### src/rtl/stack_ctrl_pkg.sv
// rtl/stack_ctrl_pkg.sv - opcodes, state encoding and error codes for the stack processor controller
package stack_ctrl_pkg;

    localparam logic [3:0] OP_PUSH      = 4'd0;
    localparam logic [3:0] OP_PUSH_I    = 4'd1;
    localparam logic [3:0] OP_PUSH_T    = 4'd2;
    localparam logic [3:0] OP_POP       = 4'd3;
    localparam logic [3:0] OP_ALU_FIRST = 4'd4;
    localparam logic [3:0] OP_ALU_LAST  = 4'd11;
    localparam logic [3:0] OP_JZ        = 4'd12;
    localparam logic [3:0] OP_NOT       = 4'd13;
    localparam logic [3:0] OP_JMP       = 4'd14;
    localparam logic [3:0] OP_HALT      = 4'd15;

    localparam logic [1:0] ERR_NONE      = 2'd0;
    localparam logic [1:0] ERR_UNDERFLOW = 2'd1;
    localparam logic [1:0] ERR_OVERFLOW  = 2'd2;

    typedef enum logic [3:0] {
        ST_IDLE,
        ST_FETCH,
        ST_DECODE,
        ST_MEM_RD,
        ST_PUSH_MEM,
        ST_PUSH_IMM,
        ST_POP_MEM,
        ST_POP_B,
        ST_POP_A,
        ST_EXEC,
        ST_PUSH_RES,
        ST_POP_JZ,
        ST_PAUSE,
        ST_HALTED,
        ST_ERROR
    } state_t;

endpackage

### src/rtl/stack_depth_ctr.sv
// rtl/stack_depth_ctr.sv - operand stack occupancy counter with full/empty/two-or-more flags
module stack_depth_ctr #(
    parameter int DEPTH = 16,
    localparam int SP_W = $clog2(DEPTH + 1)
) (
    input  logic            clock,
    input  logic            reset,
    input  logic            inc,
    input  logic            dec,
    output logic [SP_W-1:0] sp,
    output logic            full,
    output logic            empty,
    output logic            ge2
);

    always_ff @(posedge clock or posedge reset) begin
        if (reset) begin
            sp <= '0;
        end else if (inc && !dec) begin
            sp <= sp + SP_W'(1);
        end else if (dec && !inc) begin
            sp <= sp - SP_W'(1);
        end
    end

    assign full  = (sp == SP_W'(DEPTH));
    assign empty = (sp == '0);
    assign ge2   = (sp >= SP_W'(2));

endmodule

### src/rtl/stack_ctrl_unit.sv
// rtl/stack_ctrl_unit.sv - stack processor control unit: fetch, decode, stack/RAM/ALU sequencing
module stack_ctrl_unit
    import stack_ctrl_pkg::*;
#(
    parameter int DATA_W    = 8,
    parameter int OP_W      = 4,
    parameter int ROM_AW    = 5,
    parameter int RAM_AW    = 5,
    parameter int STK_DEPTH = 16,
    localparam int INST_W   = OP_W + DATA_W,
    localparam int SP_W     = $clog2(STK_DEPTH + 1)
) (
    input  logic              clock,
    input  logic              reset,
    input  logic              start,
    input  logic              step_mode,
    output logic [ROM_AW-1:0] rom_addr,
    output logic              rom_en,
    input  logic [INST_W-1:0] rom_data,
    output logic [RAM_AW-1:0] ram_addr,
    output logic              ram_en,
    output logic              ram_we,
    output logic [DATA_W-1:0] ram_wdata,
    input  logic [DATA_W-1:0] ram_rdata,
    output logic              stk_push,
    output logic              stk_pop,
    output logic [DATA_W-1:0] stk_wdata,
    input  logic [DATA_W-1:0] stk_top,
    output logic [OP_W-1:0]   alu_op,
    output logic [DATA_W-1:0] temp_a,
    output logic [DATA_W-1:0] temp_b,
    input  logic [DATA_W-1:0] alu_result,
    output logic [ROM_AW-1:0] pc,
    output logic [SP_W-1:0]   sp,
    output logic              busy,
    output logic              halted,
    output logic              error,
    output logic [1:0]        err_code
);

    state_t              state_q, state_d, end_state;
    logic [ROM_AW-1:0]   pc_q;
    logic [INST_W-1:0]   inst_q;
    logic [DATA_W-1:0]   temp_a_q, temp_b_q, res_q;
    logic [1:0]          err_q, err_d;
    logic [OP_W-1:0]     dec_op, cur_op;
    logic                dec_push_cls, dec_pop1, dec_bin;
    logic                stk_full, stk_empty, stk_ge2;

    function automatic logic op_is(input logic [OP_W-1:0] op, input logic [3:0] code);
        return op == OP_W'(code);
    endfunction

    stack_depth_ctr #(.DEPTH(STK_DEPTH)) u_depth (
        .clock (clock),
        .reset (reset),
        .inc   (stk_push),
        .dec   (stk_pop),
        .sp    (sp),
        .full  (stk_full),
        .empty (stk_empty),
        .ge2   (stk_ge2)
    );

    // DECODE classifies the instruction straight off the ROM bus, before inst_q is loaded
    assign dec_op       = rom_data[INST_W-1 -: OP_W];
    assign cur_op       = inst_q[INST_W-1 -: OP_W];
    assign dec_push_cls = op_is(dec_op, OP_PUSH) || op_is(dec_op, OP_PUSH_I) || op_is(dec_op, OP_PUSH_T);
    assign dec_pop1     = op_is(dec_op, OP_POP) || op_is(dec_op, OP_JZ) || op_is(dec_op, OP_NOT);
    assign dec_bin      = (dec_op >= OP_W'(OP_ALU_FIRST)) && (dec_op <= OP_W'(OP_ALU_LAST));
    assign end_state    = step_mode ? ST_PAUSE : ST_FETCH;

    always_comb begin
        state_d = state_q;
        err_d   = ERR_NONE;
        case (state_q)
            ST_IDLE, ST_PAUSE: if (start) state_d = ST_FETCH;
            ST_FETCH:          state_d = ST_DECODE;
            ST_DECODE: begin
                if (dec_push_cls && stk_full) begin
                    state_d = ST_ERROR;
                    err_d   = ERR_OVERFLOW;
                end else if ((dec_pop1 && stk_empty) || (dec_bin && !stk_ge2)) begin
                    state_d = ST_ERROR;
                    err_d   = ERR_UNDERFLOW;
                end else if (op_is(dec_op, OP_PUSH)) begin
                    state_d = ST_MEM_RD;
                end else if (op_is(dec_op, OP_PUSH_I) || op_is(dec_op, OP_PUSH_T)) begin
                    state_d = ST_PUSH_IMM;
                end else if (op_is(dec_op, OP_POP)) begin
                    state_d = ST_POP_MEM;
                end else if (dec_bin) begin
                    state_d = ST_POP_B;
                end else if (op_is(dec_op, OP_NOT)) begin
                    state_d = ST_POP_A;
                end else if (op_is(dec_op, OP_JZ)) begin
                    state_d = ST_POP_JZ;
                end else if (op_is(dec_op, OP_HALT)) begin
                    state_d = ST_HALTED;
                end else begin
                    state_d = end_state;
                end
            end
            ST_MEM_RD:   state_d = ST_PUSH_MEM;
            ST_POP_B:    state_d = ST_POP_A;
            ST_POP_A:    state_d = ST_EXEC;
            ST_EXEC:     state_d = ST_PUSH_RES;
            ST_PUSH_MEM, ST_PUSH_IMM, ST_POP_MEM, ST_PUSH_RES, ST_POP_JZ: state_d = end_state;
            ST_HALTED, ST_ERROR: state_d = state_q;
            default:     state_d = ST_IDLE;
        endcase
    end

    // Strobes depend only on state_q so an asynchronous reset clears them at once
    always_comb begin
        rom_en    = 1'b0;
        ram_en    = 1'b0;
        ram_we    = 1'b0;
        stk_push  = 1'b0;
        stk_pop   = 1'b0;
        alu_op    = '0;
        stk_wdata = res_q;
        case (state_q)
            ST_FETCH:    rom_en = 1'b1;
            ST_MEM_RD:   ram_en = 1'b1;
            ST_PUSH_MEM: begin
                stk_push  = 1'b1;
                stk_wdata = ram_rdata;
            end
            ST_PUSH_IMM: begin
                stk_push = 1'b1;
                if (op_is(cur_op, OP_PUSH_I)) stk_wdata = inst_q[DATA_W-1:0];
            end
            ST_POP_MEM: begin
                ram_en  = 1'b1;
                ram_we  = 1'b1;
                stk_pop = 1'b1;
            end
            ST_POP_B, ST_POP_A, ST_POP_JZ: stk_pop = 1'b1;
            ST_EXEC:     alu_op = cur_op;
            ST_PUSH_RES: stk_push = 1'b1;
            default: ;
        endcase
    end

    always_ff @(posedge clock or posedge reset) begin
        if (reset) begin
            state_q  <= ST_IDLE;
            pc_q     <= '0;
            inst_q   <= '0;
            temp_a_q <= '0;
            temp_b_q <= '0;
            res_q    <= '0;
            err_q    <= ERR_NONE;
        end else begin
            state_q <= state_d;
            case (state_q)
                ST_DECODE: begin
                    inst_q <= rom_data;
                    if (op_is(dec_op, OP_JMP)) pc_q <= rom_data[ROM_AW-1:0];
                    else                       pc_q <= pc_q + ROM_AW'(1);
                    if (state_d == ST_ERROR) err_q <= err_d;
                end
                ST_POP_B:  temp_b_q <= stk_top;
                ST_POP_A:  temp_a_q <= stk_top;
                ST_EXEC:   res_q    <= alu_result;
                ST_POP_JZ: if (stk_top == '0) pc_q <= inst_q[ROM_AW-1:0];
                default: ;
            endcase
        end
    end

    assign rom_addr  = pc_q;
    assign ram_addr  = inst_q[RAM_AW-1:0];
    assign ram_wdata = stk_top;
    assign temp_a    = temp_a_q;
    assign temp_b    = temp_b_q;
    assign pc        = pc_q;
    assign err_code  = err_q;
    assign halted    = (state_q == ST_HALTED);
    assign error     = (state_q == ST_ERROR);
    assign busy      = !(state_q inside {ST_IDLE, ST_PAUSE, ST_HALTED, ST_ERROR});

endmodule

### config.mk
export PLATFORM = sky130hd
export DESIGN_NAME = stack_ctrl_unit
export DESIGN_NICKNAME = d
export VERILOG_FILES = /design/src/rtl/stack_ctrl_pkg.sv /design/src/rtl/stack_depth_ctr.sv /design/src/rtl/stack_ctrl_unit.sv
export SDC_FILE = /design/constraint.sdc
export NUM_CORES = 1
export LEC_CHECK = 0
export BUFFER_PORTS_ARGS = -buffer_cell sky130_fd_sc_hd__buf_2
export CORE_MARGIN = 5
export CORE_UTILIZATION = 40
export DETAILED_ROUTE_END_ITERATION = 8
export HOLD_SLACK_MARGIN = 0.02
export MAX_ROUTING_LAYER = met4
export PLACE_DENSITY = 0.76
export SYNTH_ARGS = -nofsm -noshare
export SYNTH_HDL_FRONTEND = slang
export SYNTH_SLANG_ARGS = --single-unit
### constraint.sdc
create_clock -name clock -period 2.37 [get_ports clock]
set_input_delay 0.1185 -clock clock [delete_from_list [all_inputs] [get_ports clock]]
set_output_delay 0.1185 -clock clock [all_outputs]
set_load 0.02 [all_outputs]
==> summary.txt, run 1 <==
Pwr Density - 1470 nW/um^2
sequential-to-total area share from yosys stat - 40.6%
worst-path maximum fanout - 4
Setup Crit Path Kind - flip-flop to flip-flop
GPL Wtd Cong - 0.818
minimum clock period - 2250 ps
CTS root buf - clkbuf_8
largest family of logic cells by synthesized area - compound AO/OA/AOI/OAI gates
top_reg_cell synth - dfrtp_1
Post-Synth XOR/XNOR Area - 2.46%
Synth Area in Compound Gates - 16.1%
initial antenna violation count - 0
Hold Crit Class - input port to flip-flop
layout cell share with drive strength beyond 1 - 45.8%
# H-tree levels - 2
worst-margin pin slew - 789 ps
number of global-route vias before repair - 2849
Simple-Gate Fraction of Synth Area - 14.6%
FILL cells - 735
Final Hold Viols - 0
Max Cap Viol - 0
status - completed
I/O pins - 106
worst hold slack - 42.2 ps
mux cell area share after synthesis - 14.5%
Chip Width - 99.5 microns
drt first pass iters - 4
Worst-path clk slew - 100 ps
Final Skew - 9.58 ps
final core occ - 50.1%
cells after synthesis - 318
CTS tree - yes
fin. max-slew vios - 0
Worst-Skew Late Latency - 300 ps
Netlist Area Pre-Place - 3200 sq um
GRT overflow - 0
height of the die - 99.5 microns
reg2reg start - state_q[1]
CTS Buf Count - 5
Worst Path Required - 2560 ps
post-synthesis adder-cell area fraction - 3.36%
DR vias/cell - 5.34
CTS Buffer Depth - 2
FFs w/ async S/R, synth - 100%
WL final - 8.70 mm
Final setup viols - 0
Worst slew margin - 47.2%
setup_tns - 0 ps
reg-to-reg slack, setup - 120 ps
depth of the most critical reg-to-reg path - 10
Pleak - 1.83 nW
min-delay src - alu_result[5]
Final period util - 95.0%
# diodes - 0
Area Growth Syn to Fin - 21.6%
average cell area after synthesis - 10.1 sq um
gr usage total - 18.7%
DRC errors left - 0
WL/cell - 16.9 microns
largest net degree at the start of global routing - 33
VDD IR max - 0.676 mV
CP endpoint kind - flip-flop
hold path cells - 2
Synth Net Count - 366
first-pass GRT wire length - 14.6 mm
fin nets - 460
PortBufs - 105
Initial Util - 41.2%
Synth warnings - 0
row cnt - 32
sink of the worst hold path - res_q[5]
initial drt markers - 115
unrepaired setup endpoints after global routing - true
CP startpoint kind - flip-flop
number of library cell types mapped by synthesis - 55
die area - 9900 sq um
DPL Wire Length - 6.84 mm
Via Count - 2751
Routed Antenna Nets - 0
Post-synth EDFFs - 0
fmax - 444 MHz
Num Clock Sinks - 52
Worst R2R End - u_depth.sp[4]
WP data arrival - 2440 ps
core area - 7770 sq um
Yosys reg bits - 52
[cell usage after synthesis (all sizes together), types with 6 or more instances]
cell type / n / area (sq um)
dfrtp: 52 / 1300
mux2: 39 / 443
buf: 32 / 213
nor2: 21 / 88.8
a21oi: 19 / 98.9
o22ai: 16 / 100
nand2: 14 / 52.6
o21ai: 12 / 60.1
inv: 11 / 41.3
nand2b: 11 / 71.3
nand3: 8 / 40.0
ha: 7 / 87.6
nor3: 6 / 40.0
[metal layers]
layer / vias up / wire [microns] / track usage (%)
met5: - / 0 / -
met4: 0 / 213 / 6.72
met3: 16 / 346 / 2.59
met2: 85 / 4490 / 31.3
met1: 1330 / 3650 / 23.2
li1: 1320 / - / -
[layout by cell type (no fill, tap or decap), drive strengths merged, types with 2 or more instances in the layout]
cell,instances
a21o,2
nor4,4
o311ai,3
o22ai,16
nor3b,2
a211o,2
a31oi,3
a311o,2
o21a,2
nand2b,11
ha,7
dfrtp,52
buf,122
nor2,21
nand2,14
or3,2
clkbuf,6
a21boi,2
nand3,8
nor2b,5
mux2i,2
and2,4
a211oi,5
o211ai,2
xnor2,5
a21oi,19
inv,12
xor2,4
nand3b,2
nor3,6
o21ai,12
mux2,39
[critical path: stages, from the launching register on]
cell and delay [ps]:
dfrtp_1 440, nand2b_1 200, a32oi_2 230, ha_2 220, inv_2 60, fa_2 350
a21o_1 180, a21oi_2 140, xnor2_1 120, nor2_1 60, xor2_1 140
[per-stage QoR]
stage	cell area, sq um	std cells	total power, mW	setup WS (ps)
floorplan	3230	318	4.23	7.36
global placement	3770	505	5.06	94.1
detailed placement	3770	505	5.19	36.5
CTS	3870	514	5.72	19.4
global route	3890	515	6.19	-8.79
finish	3890	515	5.73	119
[report_power, final]
group | internal [mW] | leakage (nW) | switching [mW]
Clock | 0.212 | 0.0456 | 0.304
Sequential | 1.33 | 0.616 | 0.401
Combinational | 1.53 | 1.17 | 1.95
Total | 3.07 | 1.83 | 2.66
[worst max path at each step]
stage          cells after the start  startpoint  slack, ps            end
2_1_floorplan                     12  state_q[3]          7  u_depth.sp[4]
4_1_cts                           10  state_q[0]         20  u_depth.sp[4]
3_3_place_gp                      10  state_q[0]         90  u_depth.sp[4]
6_report                          10  state_q[1]        120  u_depth.sp[4]
5_1_grt                           10  state_q[0]         -9  u_depth.sp[4]
3_5_place_dp                      10  state_q[0]         40  u_depth.sp[4]
[cell type report]
| cell class | instances | area, sq um | share of cell area (%) |
|---|---|---|---|
| Clock inverter | 2 | 13.8 | 0.353 |
| Multi-Input combinational cell | 219 | 1670 | 43.0 |
| Tap cell | 102 | 128 | 3.28 |
| Sequential cell | 52 | 1300 | 33.4 |
| Clock buffer | 6 | 72.6 | 1.86 |
| Timing Repair Buffer | 123 | 663 | 17.0 |
| Inverter | 11 | 41.3 | 1.06 |
[state kept, by name, indices dropped and copies added (netlist names)]
signal	flops
res_q	8
temp_b	8
temp_a	8
pc	5
err_code	2
state_q	4
inst_q	12
u_depth.sp	5
[cell families after synthesis]
family | count (synthesis)
flops | 52
compound gates | 76
simple gates | 85
buf+inv | 47
mux | 41
fa+ha+maj | 8
xor+xnor | 9
[timing repair]
| action | in CTS | in global routing |
|---|---|---|
| resized for setup | 0 | 3 |
| setup endpoints to repair | 0 | 7 |
| hold buffers | 1 | 0 |
| buffers inserted | 0 | 1 |
| endpoints found under the hold margin | 30 | 0 |
No activity file was read; power rests on OpenSTA's default activity.
==> inputs of run 2 (changes only) <==
--- a/config.mk
+++ b/config.mk
@@ -11,7 +11,7 @@
 export DETAILED_ROUTE_END_ITERATION = 8
 export HOLD_SLACK_MARGIN = 0.02
 export MAX_ROUTING_LAYER = met4
-export PLACE_DENSITY = 0.76
+export PLACE_DENSITY = 0.77
 export SYNTH_ARGS = -nofsm -noshare
 export SYNTH_HDL_FRONTEND = slang
 export SYNTH_SLANG_ARGS = --single-unit
==> constraint.sdc (replaced) <==
create_clock -name clock -period 2.8 [get_ports clock]
set_input_delay 0.14 -clock clock [delete_from_list [all_inputs] [get_ports clock]]
set_output_delay 0.14 -clock clock [all_outputs]
set_load 0.02 [all_outputs]
==> run 2 against run 1 <==
Net effect:
- count of clock-buffer cells in the layout decreased by 1
- utilization decreased by 0.97 points
- global-route usage decreased by 0.96 points
- sequential power decreased by 16%
- critical endpoint unchanged
- final area decreased by 1.9%
- total power decreased by 16%
- via count decreased by 1.2%
- largest cell class unchanged
- combinational power decreased by 19%
- final cell count decreased by 1.6%
- routed wire length decreased by 2.0%
- clock power increased by 4.5%
- critical path depth increased by 1
==> summary.txt, run 2 (synthesis results as in run 1) <==
DR vias/cell - 5.36 (was 5.34)
fmax - 394 MHz (was 444 MHz)
Area Growth Syn to Fin - 19.2% (was 21.6%)
Hold Crit Class - input port to flip-flop (unchanged)
minimum clock period - 2540 ps (was 2250 ps)
Setup Crit Path Kind - flip-flop to flip-flop (unchanged)
min-delay src - rom_data[5] (was alu_result[5])
reg2reg start - state_q[0] (was state_q[1])
setup_tns - 0 ps (unchanged)
post_cts resized - 0 (unchanged)
Worst-path clk slew - 110 ps (was 100 ps)
Max Cap Viol - 0 (unchanged)
placed cell areas - 3700 sq um (was 3770 sq um)
CP endpoint kind - flip-flop (unchanged)
Final Skew - 16.1 ps (was 9.58 ps)
Chip Width - 99.5 microns (unchanged)
Pleak - 1.80 nW (was 1.83 nW)
Worst slew margin - 26.4% (was 47.2%)
status - completed (unchanged)
GPL Wtd Cong - 0.834 (was 0.818)
Routed Antenna Nets - 0 (unchanged)
Pwr Density - 1260 nW/um^2 (was 1470 nW/um^2)
die area - 9900 sq um (unchanged)
hold path cells - 2 (unchanged)
DRC errors left - 0 (unchanged)
core area - 7770 sq um (unchanged)
WL/cell - 16.8 microns (was 16.9 microns)
Via Count - 2718 (was 2751)
largest net degree at the start of global routing - 53 (was 33)
total power - 4.81 mW (was 5.73 mW)
WL final - 8.53 mm (was 8.70 mm)
CTS tree - yes (unchanged)
CP Launch Point - state_q[0] (was state_q[1])
fin nets - 452 (was 460)
unrepaired setup endpoints after global routing - false (was true)
# diodes - 0 (unchanged)
row cnt - 32 (unchanged)
number of global-route vias before repair - 2791 (was 2849)
layout cell share with drive strength beyond 1 - 43.5% (was 45.8%)
initial antenna violation count - 0 (unchanged)
Worst-Skew Late Latency - 310 ps (was 300 ps)
WP data arrival - 2720 ps (was 2440 ps)
height of the die - 99.5 microns (unchanged)
gr usage total - 17.8% (was 18.7%)
Num Clock Sinks - 52 (unchanged)
Final setup viols - 0 (unchanged)
fin. max-slew vios - 0 (unchanged)
# Post-CTS Setup Buffers - 0 (unchanged)
initial drt markers - 118 (was 115)
PortBufs - 105 (unchanged)
Final Instance Area - 3820 sq um (was 3890 sq um)
worst-path maximum fanout - 13 (was 4)
CTS Buf Count - 5 (unchanged)
worst-margin pin slew - 1100 ps (was 789 ps)
GRT overflow - 0 (unchanged)
largest register by flop count - inst_q (unchanged)
Final period util - 90.6% (was 95.0%)
Final Hold Viols - 0 (unchanged)
CP startpoint kind - flip-flop (unchanged)
DPL Wire Length - 6.62 mm (was 6.84 mm)
Worst R2R End - u_depth.sp[4] (unchanged)
VDD IR max - 0.707 mV (was 0.676 mV)
commonest non-fill, non-tap cell in the layout - buf_2 (unchanged)
CTS root buf - clkbuf_8 (unchanged)
depth of the most critical reg-to-reg path - 11 (was 10)
CTS Buffer Depth - 2 (unchanged)
reg-to-reg slack, setup - 260 ps (was 120 ps)
drt first pass iters - 4 (unchanged)
final core occ - 49.2% (was 50.1%)
Hold-fix buffers, CTS - 0 (was 1)
first-pass GRT wire length - 13.9 mm (was 14.6 mm)
most frequent cells in the layout - buf_2 (105), dfrtp_1 (52), mux2_2 (38) (unchanged)
Initial Util - 41.2% (unchanged)
sink of the worst hold path - inst_q[5] (was res_q[5])
max FFs per register - 12 (unchanged)
Worst Path Required - 2980 ps (was 2560 ps)
I/O pins - 106 (unchanged)
# H-tree levels - 2 (unchanged)
[run 2: changes by cell type in the layout (fill, tap and decap cells not counted), sizes merged]
cell	previous run	this run
buf	122	115
bufinv	0	1
clkbuf	6	5
dlygate4sd3	1	0
[run 2: area by class of cell]
| type | instances | area (sq um) |
|---|---|---|
| inverters | 11 | 41.3 |
| flip-flops and latches | 52 | 1300 |
| clock inverters | 3 | 46.3 |
| clock buffers | 5 | 68.8 |
| fillers | 757 | 3950 |
| multi-input cells | 219 | 1630 |
| well taps | 102 | 128 |
| repair buffers | 115 | 601 |
[run 2: stage by stage]
step | instances | hold WS, ps | setup WS, ps
after CTS | 507 | 60.5 | 258
after global routing | 507 | 53.9 | 41.2
after floorplan | 318 | 291 | 124
final | 507 | 64.1 | 264
after global placement | 499 | 373 | 359
after detailed placement | 499 | 377 | 278
[run 2: critical path, cell delays in order, from the launching register on]
cell	delay [ps]
dfrtp_1	380
buf_4	190
nand2b_1	140
a32oi_1	270
ha_1	230
inv_1	110
fa_1	420
a21o_1	180
a21oi_1	170
xnor2_1	130
nor2_1	60
xor2_1	140
[run 2: worst max-delay path by stage]
stage	endpoint
floorplan	u_depth.sp[4]
global placement	u_depth.sp[4]
detailed placement	u_depth.sp[4]
CTS	u_depth.sp[4]
global route	u_depth.sp[4]
finish	u_depth.sp[4]
[run 2: where the power goes]
group          total [mW]  internal, mW  switching (mW)
Clock               0.538         0.272           0.266
Sequential           1.45          1.13           0.324
Combinational        2.82          1.22            1.61
[run 2: per-layer routing]
metal / wire length [microns] / vias up / share of wire, % / track usage [%]
met5: 0 / - / 0 / -
met4: 108 / 0 / 1.3 / 4.31
met3: 302 / 6 / 3.5 / 1.75
met2: 4490 / 75 / 53 / 31.3
met1: 3630 / 1337 / 43 / 21.9
li1: - / 1300 / - / -
==> inputs of run 3 (changes only) <==
--- a/config.mk
+++ b/config.mk
@@ -5,7 +5,7 @@
 export SDC_FILE = /design/constraint.sdc
 export NUM_CORES = 1
 export LEC_CHECK = 0
-export BUFFER_PORTS_ARGS = -buffer_cell sky130_fd_sc_hd__buf_2
+export BUFFER_PORTS_ARGS = -buffer_cell sky130_fd_sc_hd__buf_4
 export CORE_MARGIN = 5
 export CORE_UTILIZATION = 40
 export DETAILED_ROUTE_END_ITERATION = 8
==> run 3 against run 2 <==
Net effect:
- non-clock buffer count is 1 lower
- largest power group unchanged
- critical endpoint unchanged
- final cell count is 0.20% lower
- highest routed layer unchanged
- sequential cell count stayed put
- sequential share of layout area is 1.9 points lower
- total power is 3.5% higher
==> summary.txt, run 3 (synthesis results as in run 1) <==
Routed Antenna Nets - 0 (unchanged)
Final Instance Area - 4050 sq um (was 3820 sq um)
minimum clock period - 2540 ps (about the same)
Pwr Density - 1230 nW/um^2 (was 1260 nW/um^2)
Via Count - 2754 (was 2718)
CTS root buf - clkbuf_8 (unchanged)
DR vias/cell - 5.44 (was 5.36)
height of the die - 99.5 microns (unchanged)
gr usage total - 18.2% (was 17.8%)
fin nets - 451 (was 452)
DRC errors left - 0 (unchanged)
Setup Crit Path Kind - flip-flop to flip-flop (unchanged)
worst-path maximum fanout - 6 (was 13)
WP data arrival - 2740 ps (was 2720 ps)
Worst Path Required - 3000 ps (was 2980 ps)
Final Skew - 5.60 ps (was 16.1 ps)
net switching power figure - 2.23 mW (was 2.20 mW)
CP startpoint kind - flip-flop (unchanged)
Num Clock Sinks - 52 (unchanged)
worst-margin pin slew - 1110 ps (was 1100 ps)
die area - 9900 sq um (unchanged)
first-pass GRT wire length - 14.1 mm (was 13.9 mm)
max FFs per register - 12 (unchanged)
Net Sw Frac - 44.8% (was 45.7%)
total power - 4.98 mW (was 4.81 mW)
Initial Util - 41.2% (unchanged)
number of global-route vias before repair - 2777 (was 2791)
VDD IR max - 0.772 mV (was 0.707 mV)
Pleak - 1.85 nW (was 1.80 nW)
final core occ - 52.1% (was 49.2%)
largest register by flop count - inst_q (unchanged)
Internal Power - 2.75 mW (was 2.61 mW)
Worst slew margin - 25.7% (was 26.4%)
fmax - 393 MHz (was 394 MHz)
largest net degree at the start of global routing - 53 (unchanged)
CTS tree - yes (unchanged)
placed cell areas - 3960 sq um (was 3700 sq um)
I/O pins - 106 (unchanged)
core area - 7770 sq um (unchanged)
Area Growth Syn to Fin - 26.4% (was 19.2%)
CTS Buffer Depth - 2 (unchanged)
most frequent cells in the layout - buf_4 (114), dfrtp_1 (52), mux2_2 (38) (was buf_2 (105), dfrtp_1 (52), mux2_2 (38))
initial antenna violation count - 0 (unchanged)
Final Hold Viols - 0 (unchanged)
row cnt - 32 (unchanged)
unrepaired setup endpoints after global routing - false (unchanged)
commonest non-fill, non-tap cell in the layout - buf_4 (was buf_2)
# diodes - 0 (unchanged)
GPL Wtd Cong - 0.861 (was 0.834)
post_cts resized - 0 (unchanged)
Seq pwr share - 29.5% (was 30.1%)
Max Cap Viol - 0 (unchanged)
layout cell share with drive strength beyond 1 - 43.1% (was 43.5%)
Final period util - 90.9% (was 90.6%)
WL final - 8.89 mm (was 8.53 mm)
Hold-fix buffers, CTS - 0 (unchanged)
initial drt markers - 159 (was 118)
Final setup viols - 0 (unchanged)
CP endpoint kind - flip-flop (unchanged)
Worst-path clk slew - 100 ps (was 110 ps)
Gate power share - 61.6% (was 58.7%)
drt first pass iters - 4 (unchanged)
PortBufs - 105 (unchanged)
fin. max-slew vios - 0 (unchanged)
# Post-CTS Setup Buffers - 0 (unchanged)
Clk pwr share - 8.9% (was 11.2%)
Hold Crit Class - input port to flip-flop (unchanged)
CTS Buf Count - 5 (unchanged)
status - completed (unchanged)
GRT overflow - 0 (unchanged)
Chip Width - 99.5 microns (unchanged)
Worst-Skew Late Latency - 310 ps (about the same)
WL/cell - 17.6 microns (was 16.8 microns)
DPL Wire Length - 6.87 mm (was 6.62 mm)
# H-tree levels - 2 (unchanged)
setup_tns - 0 ps (unchanged)
-- run 3: area by class of cell --
type                    count  area [sq um]
flip-flops and latches     52          1300
multi-input cells         219          1630
repair buffers            114           856
clock buffers               6          72.6
clock inverters             2          16.3
well taps                 102           128
inverters                  11          41.3
fillers                   717          3720
-- run 3: worst paths after layout --
check,end,depth (start not counted),slack (ps),from
max in group asynchronous,inst_q[10],2,2010,reset
setup / recovery,u_depth.sp[4],10,260,state_q[0]
hold / removal,res_q[4],2,60,alu_result[4]
setup reg to reg,u_depth.sp[4],10,260,state_q[0]
hold reg to reg,res_q[0],1,520,res_q[0]
min in group asynchronous,temp_b[2],2,120,reset
-- run 3: stage by stage --
stage          hold slack, ps  std cells  worst slack [ps]
2_1_floorplan             291        318               124
3_3_place_gp              376        498               404
3_5_place_dp              379        498               294
4_1_cts                  55.3        506               277
5_1_grt                  57.1        506              92.9
6_report                 63.2        506               256
-- run 3: routing by layer --
layer	track usage, %	vias to the layer above	routed length (microns)
met5	-	-	0
met4	5.36	0	185
met3	2.03	12	390
met2	32.0	90	4760
met1	22.1	1360	3550
li1	-	1292	-
-- run 3: critical path: stages, from the launching register on --
cell      delay [ps]
dfrtp_1          400
nand2b_1         250
a32oi_1          310
ha_1             240
inv_1            120
fa_1             420
a21o_1           170
a21oi_1          180
xnor2_1          130
nor2_1            60
xor2_1           140
-- run 3: power by group through the flow --
stage / Combinational (mW) / Sequential, mW / Clock, mW
after floorplan: 1.92 / 1.61 / 0
after global placement: 3.00 / 1.46 / 0
after detailed placement: 3.08 / 1.48 / 0
after CTS: 3.09 / 1.47 / 0.454
after global routing: 3.32 / 1.53 / 0.479
final: 3.07 / 1.47 / 0.441
